**src/rtl/cpc_bus_snoop.sv**
```systemverilog
// CPC expansion-bus snoop: qualifies Gate-Array/PAL I/O writes into RAM/ROM config pulses
// and flags memory read/write cycles. Optional stats counters under CPC_SNOOP_STATS_EN.
module cpc_bus_snoop #(
  parameter int unsigned FILTER_CYCLES  = 1,
  parameter int unsigned TIMEOUT_CYCLES = 15
) (
  input  logic        clk,
  input  logic        reset,
  input  logic        iorq_b,
  input  logic        mreq_b,
  input  logic        rd_b,
  input  logic        wr_b,
  input  logic        m1_b,
  input  logic        rfsh_b,
  input  logic        adr15,
  input  logic        adr8,
  input  logic [7:0]  data,
  output logic        ram_cfg_vld,
  output logic [6:0]  ram_cfg,
  output logic        rom_cfg_vld,
  output logic [1:0]  rom_cfg,
  output logic        mwr_cyc,
  output logic        mrd_cyc,
`ifdef CPC_SNOOP_STATS_EN
  output logic [15:0] ram_cfg_cnt,
  output logic [15:0] rom_cfg_cnt,
`endif
  output logic        io_timeout
);

  localparam logic [1:0] FiltCnt = 2'(FILTER_CYCLES);
  localparam logic [7:0] ToCnt   = 8'(TIMEOUT_CYCLES);

  typedef enum logic [1:0] {StIdle, StQual, StDecode, StWaitEnd} state_e;

  state_e      state_q, state_d;
  logic [1:0]  qual_cnt_q, qual_cnt_d, qual_inc;
  logic [7:0]  to_cnt_q, to_cnt_d;
  logic        armed_q, armed_d, arm_clr;
  logic        ram_hit_q, ram_hit_d, rom_hit_q, rom_hit_d;
  logic [6:0]  ram_cfg_q, ram_cfg_d;
  logic [1:0]  rom_cfg_q, rom_cfg_d;
  logic        ram_vld_q, rom_vld_q;
  logic        mwr_q, mwr_d, mrd_q, mrd_d;
  logic        io_to_q, io_to_d;
  logic        io_wr, bus_fault;

  // Interrupt acknowledge (M1* low with IORQ*) never counts as an I/O write.
  assign io_wr     = !iorq_b && !wr_b && m1_b;
  assign bus_fault = !iorq_b && !mreq_b;
  assign qual_inc  = qual_cnt_q + 2'd1;

  always_comb begin
    state_d    = state_q;
    qual_cnt_d = qual_cnt_q;
    to_cnt_d   = (to_cnt_q == 8'hFF) ? to_cnt_q : to_cnt_q + 8'd1;
    arm_clr    = 1'b0;
    ram_hit_d  = 1'b0;
    rom_hit_d  = 1'b0;
    ram_cfg_d  = ram_cfg_q;
    rom_cfg_d  = rom_cfg_q;
    io_to_d    = io_to_q;
    unique case (state_q)
      StIdle: begin
        to_cnt_d = 8'd0;
        if (armed_q && io_wr && !bus_fault) begin
          qual_cnt_d = 2'd1;
          state_d    = (FILTER_CYCLES == 1) ? StDecode : StQual;
        end
      end
      StQual: begin
        if (io_wr) begin
          qual_cnt_d = qual_inc;
          if (qual_inc == FiltCnt) state_d = StDecode;
        end else begin
          state_d = StIdle;
        end
      end
      StDecode: begin
        state_d = StWaitEnd;
        if (!adr15 && data[7] && !bus_fault) begin
          if (data[6]) begin
            ram_hit_d = 1'b1;
            ram_cfg_d = {adr8, data[5:0]};
          end else begin
            rom_hit_d = 1'b1;
            rom_cfg_d = data[3:2];
          end
        end
      end
      StWaitEnd: begin
        if (iorq_b) state_d = StIdle;
      end
      default: state_d = StIdle;
    endcase
    // Fault and timeout both abandon the cycle; re-arm waits for IORQ* high.
    if (state_q != StIdle) begin
      if (bus_fault) begin
        state_d = StIdle;
        arm_clr = 1'b1;
      end else if (to_cnt_d == ToCnt) begin
        state_d = StIdle;
        io_to_d = 1'b1;
        arm_clr = 1'b1;
      end
    end
    armed_d = iorq_b || (armed_q && !arm_clr);
  end

  always_comb begin
    mwr_d = mwr_q;
    mrd_d = mrd_q;
    if (!mreq_b && rfsh_b && rd_b)       mwr_d = 1'b1;
    else if (mreq_b)                     mwr_d = 1'b0;
    if (!mreq_b && rfsh_b && !rd_b)      mrd_d = 1'b1;
    else if (mreq_b)                     mrd_d = 1'b0;
  end

  always_ff @(posedge clk) begin
    if (reset) begin
      state_q    <= StIdle;
      qual_cnt_q <= 2'd0;
      to_cnt_q   <= 8'd0;
      armed_q    <= 1'b0;
      ram_hit_q  <= 1'b0;
      rom_hit_q  <= 1'b0;
      ram_cfg_q  <= 7'd0;
      rom_cfg_q  <= 2'd0;
      ram_vld_q  <= 1'b0;
      rom_vld_q  <= 1'b0;
      mwr_q      <= 1'b0;
      mrd_q      <= 1'b0;
      io_to_q    <= 1'b0;
    end else begin
      state_q    <= state_d;
      qual_cnt_q <= qual_cnt_d;
      to_cnt_q   <= to_cnt_d;
      armed_q    <= armed_d;
      ram_hit_q  <= ram_hit_d;
      rom_hit_q  <= rom_hit_d;
      ram_cfg_q  <= ram_cfg_d;
      rom_cfg_q  <= rom_cfg_d;
      ram_vld_q  <= ram_hit_q;
      rom_vld_q  <= rom_hit_q;
      mwr_q      <= mwr_d;
      mrd_q      <= mrd_d;
      io_to_q    <= io_to_d;
    end
  end

`ifdef CPC_SNOOP_STATS_EN
  logic [15:0] ram_cnt_q, rom_cnt_q;

  always_ff @(posedge clk) begin
    if (reset) begin
      ram_cnt_q <= 16'd0;
      rom_cnt_q <= 16'd0;
    end else begin
      if (ram_hit_q && ram_cnt_q != 16'hFFFF) ram_cnt_q <= ram_cnt_q + 16'd1;
      if (rom_hit_q && rom_cnt_q != 16'hFFFF) rom_cnt_q <= rom_cnt_q + 16'd1;
    end
  end

  assign ram_cfg_cnt = ram_cnt_q;
  assign rom_cfg_cnt = rom_cnt_q;
`endif

  assign ram_cfg_vld = ram_vld_q;
  assign ram_cfg     = ram_cfg_q;
  assign rom_cfg_vld = rom_vld_q;
  assign rom_cfg     = rom_cfg_q;
  assign mwr_cyc     = mwr_q;
  assign mrd_cyc     = mrd_q;
  assign io_timeout  = io_to_q;

endmodule

```
**config.mk**
```make
export PLATFORM = sky130hd
export DESIGN_NAME = cpc_bus_snoop
export DESIGN_NICKNAME = d
export VERILOG_FILES = /design/src/rtl/cpc_bus_snoop.sv
export SDC_FILE = /design/constraint.sdc
export NUM_CORES = 1
export LEC_CHECK = 0
export CORE_MARGIN = 2
export CORE_UTILIZATION = 47
export DETAILED_ROUTE_END_ITERATION = 6
export HOLD_SLACK_MARGIN = 0.03
export PLACE_DENSITY_LB_ADDON = 0.08
export SETUP_SLACK_MARGIN = 0.02
export SLEW_MARGIN = 10
export SYNTH_ARGS = -nofsm -noshare
export SYNTH_HDL_FRONTEND = slang
export SYNTH_SLANG_ARGS = --single-unit
```
**constraint.sdc**
```tcl
create_clock -name clk -period 2.36 [get_ports clk]
set_input_delay 0.472 -clock clk [delete_from_list [all_inputs] [get_ports clk]]
set_output_delay 0.472 -clock clk [all_outputs]
set_load 0.02 [all_outputs]
```
**Word level (Yosys, flattened, before mapping)**

Index checks and enable logic that the tools add are counted.

- Register bits after elaboration: 29
- Bits of input ports: 18
- Output and inout bits: 14
- Logic and storage cells: 77

- Add/sub/neg operators: 2
- Eq/ne operators: 8
- Muxes and demuxes: 21
- Bitwise logic cells: 4
- Reduce and logical (&&, ||, !) cells: 29

Operators by type and width:

| operator | number |
|---|---|
| $mux W2 | 9 |
| $mux W8 | 2 |
| $reduce_and A3 Y1 | 4 |
| $logic_and A1 B1 Y1 | 11 |
| $add A8 B1 Y8 const B | 1 |
| $eq A8 B4 Y1 const B | 1 |
| $eq A8 B8 Y1 const B | 1 |
| $mux W1 | 8 |
| $pmux W2 S4 | 1 |
| $reduce_bool A2 Y1 | 4 |
| $logic_not A1 Y1 | 7 |
| $eq A2 B1 Y1 const B | 2 |
| $eq A2 B2 Y1 const B | 2 |
| $ne A2 B2 Y1 const B | 2 |
| $not A1 Y1 | 4 |
| $pmux W2 S2 | 1 |
| $reduce_or A3 Y1 | 1 |
| $add A2 B1 Y2 const B | 1 |
| $logic_not A2 Y1 | 1 |
| $logic_or A1 B1 Y1 | 1 |

**Longest topological paths before layout**

- Depth in word-level cells: 10
- Depth in mapped cells: 6
- Gate-level depth less buffers: 6

**Worst setup path after synthesis**

OpenSTA, ideal clock, no wires.

- Path kind: input -> register
- From: input port wr_b
- To: register qual_cnt_q[0]
- Library setup time: 79 ps
- Arrival: 1,672 ps
- Data required time: 2,281 ps
- Slack: 608 ps
- Stages: 4
- Path buffers: 0
- Path through: or3b_4 -> or4_4 -> o211a_1 -> a211oi_2

- Word-level cells in the longest chain between the ends: 7
- Elaborated cells on any way between the ends: 8
- Classes of those cells: 2 x eq/ne; 6 x reduce/logical

Ends and longest elaborated chain:

| item | RTL line | text |
|---|---|---|
| from (decl) | 12 | `input logic wr_b,` |
| $logic_not A1 Y1 (*) | 49 | `assign io_wr = !iorq_b && !wr_b && m1_b;` |
| $logic_and A1 B1 Y1 (*) (2 in a row) | 49 |  |
| $logic_and A1 B1 Y1 (2 in a row) | 66 | `if (armed_q && io_wr && !bus_fault) begin` |
| $ne A2 B2 Y1 (no line) | - |  |
| $reduce_and A3 Y1 (no line) (*) | - |  |
| to (signal assigned) | 136 | `qual_cnt_q <= qual_cnt_d;` |
| to (decl) | 37 | `logic [1:0] qual_cnt_q, qual_cnt_d, qual_inc;` |

Every way passes the cells marked *; elsewhere a longest branch is shown, timed or not.
A chain may end at the register's enable or synchronous reset.

**Final worst setup path**

- From: register to_cnt_q[0]
- To: register io_to_q (netlist: io_timeout)

- Word-level cells in the longest chain between the ends: 5
- Elaborated cells on any way between the ends: 6
- Classes of those cells: 1 x add/sub; 2 x eq/ne; 2 x mux; 1 x reduce/logical

Ends and longest elaborated chain:

| item | RTL line | text |
|---|---|---|
| from (decl) | 38 | `logic [7:0] to_cnt_q, to_cnt_d;` |
| from (signal assigned) | 137 | `to_cnt_q <= to_cnt_d;` |
| $add A8 B1 Y8 or $eq A8 B8 Y1 (tied branches) | 56 | `to_cnt_d = (to_cnt_q == 8'hFF) ? to_cnt_q : to_cnt_q + 8'd1;` |
| $mux W8 (*) | 56 |  |
| $mux W8 (*) | 63 | `unique case (state_q)` |
| $eq A8 B4 Y1 (*) | 101 | `end else if (to_cnt_d == ToCnt) begin` |
| $reduce_and A3 Y1 (no line) (*) | - |  |
| to (signal assigned) | 147 | `io_to_q <= io_to_d;` |
| to (decl) | 45 | `logic io_to_q, io_to_d;` |

Marks and branches as above.

==> results by group <==
Timing
  – Highest clock rate: 523.3 MHz
  – Final cycle utilization of the critical path: 0.8097
  – Headroom to the max-slew limit: 0.5602
  – Count of final max-slew check failures: 0
  – Post-Route Setup TNS: 0 ns
  – Final-report setup violation count: 0
  – RSZ-0062 raised after global routing: no
  – Final setup margin: 0.4491 ns
  – Final hold violation count: 0
  – Worst slew pin tran: 0.6583 ns
  – Clock tree skew after final layout: 0.01188 ns
  – Min Tclk post-route: 1.911 ns

Worst setup path
  – Kind of critical path: flip-flop to flip-flop
  – Worst R2R Start: to_cnt_q[0]
  – Type of origin of the critical path: flip-flop
  – Worst Path Required: 2.62 ns
  – Peak fanout along the critical path: 6
  – Critical Path AT: 2.17 ns
  – Worst Reg-to-Reg Cells: 5
  – CP max stage delay: 0.42 ns
  – Family of cells with the greatest summed delay on the critical path: simple AND/OR/NAND/NOR gates
  – Number of buffers and inverters on the critical path: 0
  – Highest-delay cell along the critical path: sky130_fd_sc_hd__dfxtp_1
  – Worst path cell trace: ha_1 -> nand4_1 -> or2_2 -> a211oi_2 -> a41o_1
  – Kind of end point of the critical path: flip-flop
  – Endpoint of the worst-slack reg-to-reg timing path: io_timeout
  – Register-to-register path setup slack: 0.45 ns

Drt
  – Vias post-DR: 1,103
  – Met3 routed WL: 123 um
  – First-pass iteration count of the detailed router: 4
  – Uppermost metal layer occupied by signal nets: met4
  – Number of DRC markers after the initial detailed-route iteration: 15
  – Routed met2 length: 1304 um
  – Number of nets still failing antenna checks after routing: 0
  – DR vias/cell: 5.515
  – Number of remaining DRC errors: 0
  – Met1 routed wirelength after detailed routing: 1169 um
  – Routed wire length: 2637 um
  – Post-detailed-route wirelength per cell: 13.19 um

Clocking
  – Number of buffers added to fix hold violations after cts: 0
  – Max clock buf depth: 2
  – Worst skew pair latency: 0.32 ns
  – Clock-pin slew on the worst setup and hold paths: 0.09 ns
  – Clock tree from TritonCTS: done
  – Number of clock sinks: 29
  – CTS H-tree lvls: 2
  – Clock root buffer: sky130_fd_sc_hd__clkbuf_4
  – Clock buffer count from CTS: 5
  – Resized cells post-CTS: 0
  – Post-CTS setup buffers: 0

Finish
  – NumNets Final: 189
  – Diode count: 0
  – FILL cells: 212
  – Proportion of layout cells with a drive suffix above 1: 0.1059
  – Number of standard cells in the final layout excluding fillers: 200
  – Area added between synthesis and finish: 31.70%

Logic synthesis
  – Simple-gate area share of the yosys netlist: 0.2400
  – Syn avg cell area: 9.408 um^2
  – Combinational family with the most area after synthesis: simple AND/OR/NAND/NOR gates
  – Number of flip-flops and latches in the synthesized netlist: 29
  – Syn Std Cell Area: 1251 um^2
  – Post-synthesis mux area share: 0.07200
  – Post-synthesis xor/xnor area fraction: 0.02100
  – Nets in the synthesized netlist: 153
  – Share of the synthesized area in compound gates (AO/OA/AOI/OAI): 0.1570
  – Cells after Synth: 133
  – Adder and majority gate portion of the synthesized area: 0.02000
  – Sequential element share of the synthesized area: 0.4640
  – Count of flip-flops with a built-in enable after synthesis: 0
  – Synth Warn #: 0
  – Proportion of register bits with asynchronous set or reset after synthesis: 0
  – Leading register cell type out of synthesis: sky130_fd_sc_hd__dfxtp_1
  – Cell variety after synth: 42

Die
  – Horizontal extent of the die: 55.60 um
  – Height of the die: 55.60 um
  – Effective utilization at floorplan: 0.5005
  – Number of standard-cell rows in the floorplan: 18
  – Die Outline Area: 3091 um^2
  – Top-level I/O count: 32
  – Standard cell core area: 2500 um^2

Job
  – Number of violations of the max-capacitance limit: 0

Global route
  – First-pass GRT wire length: 4429 um
  – Number of global-route vias before repair: 1,041
  – Maximum number of pins on one net before global-route repair: 21
  – Aggregate global-route resource usage: 0.1838
  – Number of antenna violations at the first check in global routing: 0
  – Global route total overflow: 0

Placed design
  – IO buf count: 31
  – DP Wirelength: 1936 um
  – Placed Cells incl. Taps: 192
  – Post-place setup slack: 0.1313 ns
  – Placer's final routability congestion estimate: 0.7530

Power
  – Comb pwr share: 0.070
  – Proportion of total power due to net switching: 0.2313
  – Proportion of power drawn by the clock network: 0.338
  – Net switching component of the power: 0.1933 mW
  – Int Power: 0.6425 mW
  – Power per cell area: 507.2 nW/um^2
  – Sequential cell fraction of total power: 0.592
  – Leakage power figure: 0.6374 nW
  – Max rail drop VDD: 453.4 uV

Hold path
  – Min-delay worst type: flip-flop to flip-flop
  – Source of the worst hold timing path: ram_hit_q
  – Hold Path Cell Cnt: 1
  – Hold-critical path endpoint: ram_cfg_vld

Run status
  – Outcome: finished, final reports clean
==> worst register-to-register path, cell delays in order, from the launching register on <==
cell and delay (ns):
sky130_fd_sc_hd__dfxtp_1 0.42, sky130_fd_sc_hd__ha_1 0.30, sky130_fd_sc_hd__nand4_1 0.20, sky130_fd_sc_hd__or2_2 0.39, sky130_fd_sc_hd__a211oi_2 0.33, sky130_fd_sc_hd__a41o_1 0.22
==> cell families (layout without fill, tap and decap cells) <==
| kind of cell | count (synthesis) | count (layout) |
|---|---|---|
| AOI/OAI and AO/OA | 26 | 26 |
| xor gates and xnor gates | 3 | 3 |
| adders and majority gates | 2 | 2 |
| buffers and inverters | 8 | 45 |
| DFF | 29 | 29 |
| muxes | 9 | 9 |
| and+or+nand+nor | 56 | 56 |
==> placed cells by master (no fill, tap or decap), drive strengths merged, types with 2 or more instances in the layout <==
master	n
clkdlybuf4s50	31
dfxtp	29
nor2	23
mux2i	9
nand2	7
a21oi	7
clkbuf	6
nor3	5
a211oi	5
inv	4
nor2b	4
xnor2	2
a31oi	2
a41o	2
o31ai	2
a221oi	2
and4	2
ha	2
clkinv	2
buf	2
or3b	2
==> metrics by stage <==
stage	instance area, um^2	utilization	power [mW]	hold slack [ns]
final	1648	0.6592	0.8358	0.4472
after floorplan	1251	-	0.5246	0.4138
after CTS	1648	0.6592	0.8462	0.4499
after detailed placement	1597	0.6386	0.5644	0.4270
after global placement	1597	0.6386	0.5628	0.4184
after global routing	1648	0.6592	0.8722	0.4589
==> cells in the mapped netlist, types with 2 or more instances <==
library cell | instances | area share
sky130_fd_sc_hd__inv_1 | 4 | 0.012
sky130_fd_sc_hd__o31ai_1 | 2 | 0.012
sky130_fd_sc_hd__a21oi_1 | 7 | 0.028
sky130_fd_sc_hd__a221oi_1 | 2 | 0.014
sky130_fd_sc_hd__ha_1 | 2 | 0.020
sky130_fd_sc_hd__mux2i_1 | 9 | 0.072
sky130_fd_sc_hd__a211oi_1 | 3 | 0.018
sky130_fd_sc_hd__buf_2 | 2 | 0.0080
sky130_fd_sc_hd__xnor2_1 | 2 | 0.014
sky130_fd_sc_hd__a211oi_2 | 2 | 0.020
sky130_fd_sc_hd__nor3_1 | 5 | 0.020
sky130_fd_sc_hd__nor2_1 | 23 | 0.069
sky130_fd_sc_hd__a41o_1 | 2 | 0.016
sky130_fd_sc_hd__dfxtp_1 | 29 | 0.46
sky130_fd_sc_hd__nand2_1 | 7 | 0.021
sky130_fd_sc_hd__and4_1 | 2 | 0.014
sky130_fd_sc_hd__a31oi_1 | 2 | 0.010
sky130_fd_sc_hd__nor2b_1 | 4 | 0.020
==> power by group through the flow <==
stage / registers [mW] / logic [mW] / clock network (mW)
after floorplan: 0.508 / 0.0171 / 0
after global placement: 0.506 / 0.0568 / 0
after detailed placement: 0.506 / 0.0581 / 0
after CTS: 0.495 / 0.0585 / 0.293
after global routing: 0.496 / 0.0631 / 0.314
final: 0.495 / 0.0583 / 0.283
==> area by class of cell <==
| type | count | area [um^2] | share of cell area |
|---|---|---|---|
| Inverter | 4 | 15.01 | 0.009112 |
| Multi-Input combinational cell | 96 | 638.1 | 0.3872 |
| Clock inverter | 2 | 10.01 | 0.006074 |
| Clock buffer | 6 | 41.29 | 0.02506 |
| Sequential cell | 29 | 580.6 | 0.3523 |
| Tap cell | 30 | 37.54 | 0.02278 |
| Timing Repair Buffer | 33 | 325.3 | 0.1974 |
==> registers in the layout, indices dropped and copies added, names as in the netlist <==
register     cells
rom_hit_q        1
rom_cfg_vld      1
io_timeout       1
qual_cnt_q       2
mrd_cyc          1
ram_cfg          7
to_cnt_q         8
ram_cfg_vld      1
state_q          2
mwr_cyc          1
armed_q          1
ram_hit_q        1
rom_cfg          2
==> metal layers <==
layer / track usage / vias up
li1: - / 561
met1: 0.2091 / 506
met2: 0.3146 / 31
met3: 0.05581 / 5
met4: 0.08362 / 0
met5: 0 / -
==> worst max path at each step <==
stage                start             to  depth (start not counted)
2_1_floorplan         wr_b  qual_cnt_q[0]                          4
3_3_place_gp          m1_b  qual_cnt_q[0]                          5
3_5_place_dp          m1_b  qual_cnt_q[0]                          5
4_1_cts        to_cnt_q[0]     io_timeout                          5
5_1_grt        to_cnt_q[0]     io_timeout                          5
6_report       to_cnt_q[0]     io_timeout                          5
No activity file was read; power rests on OpenSTA's default activity.
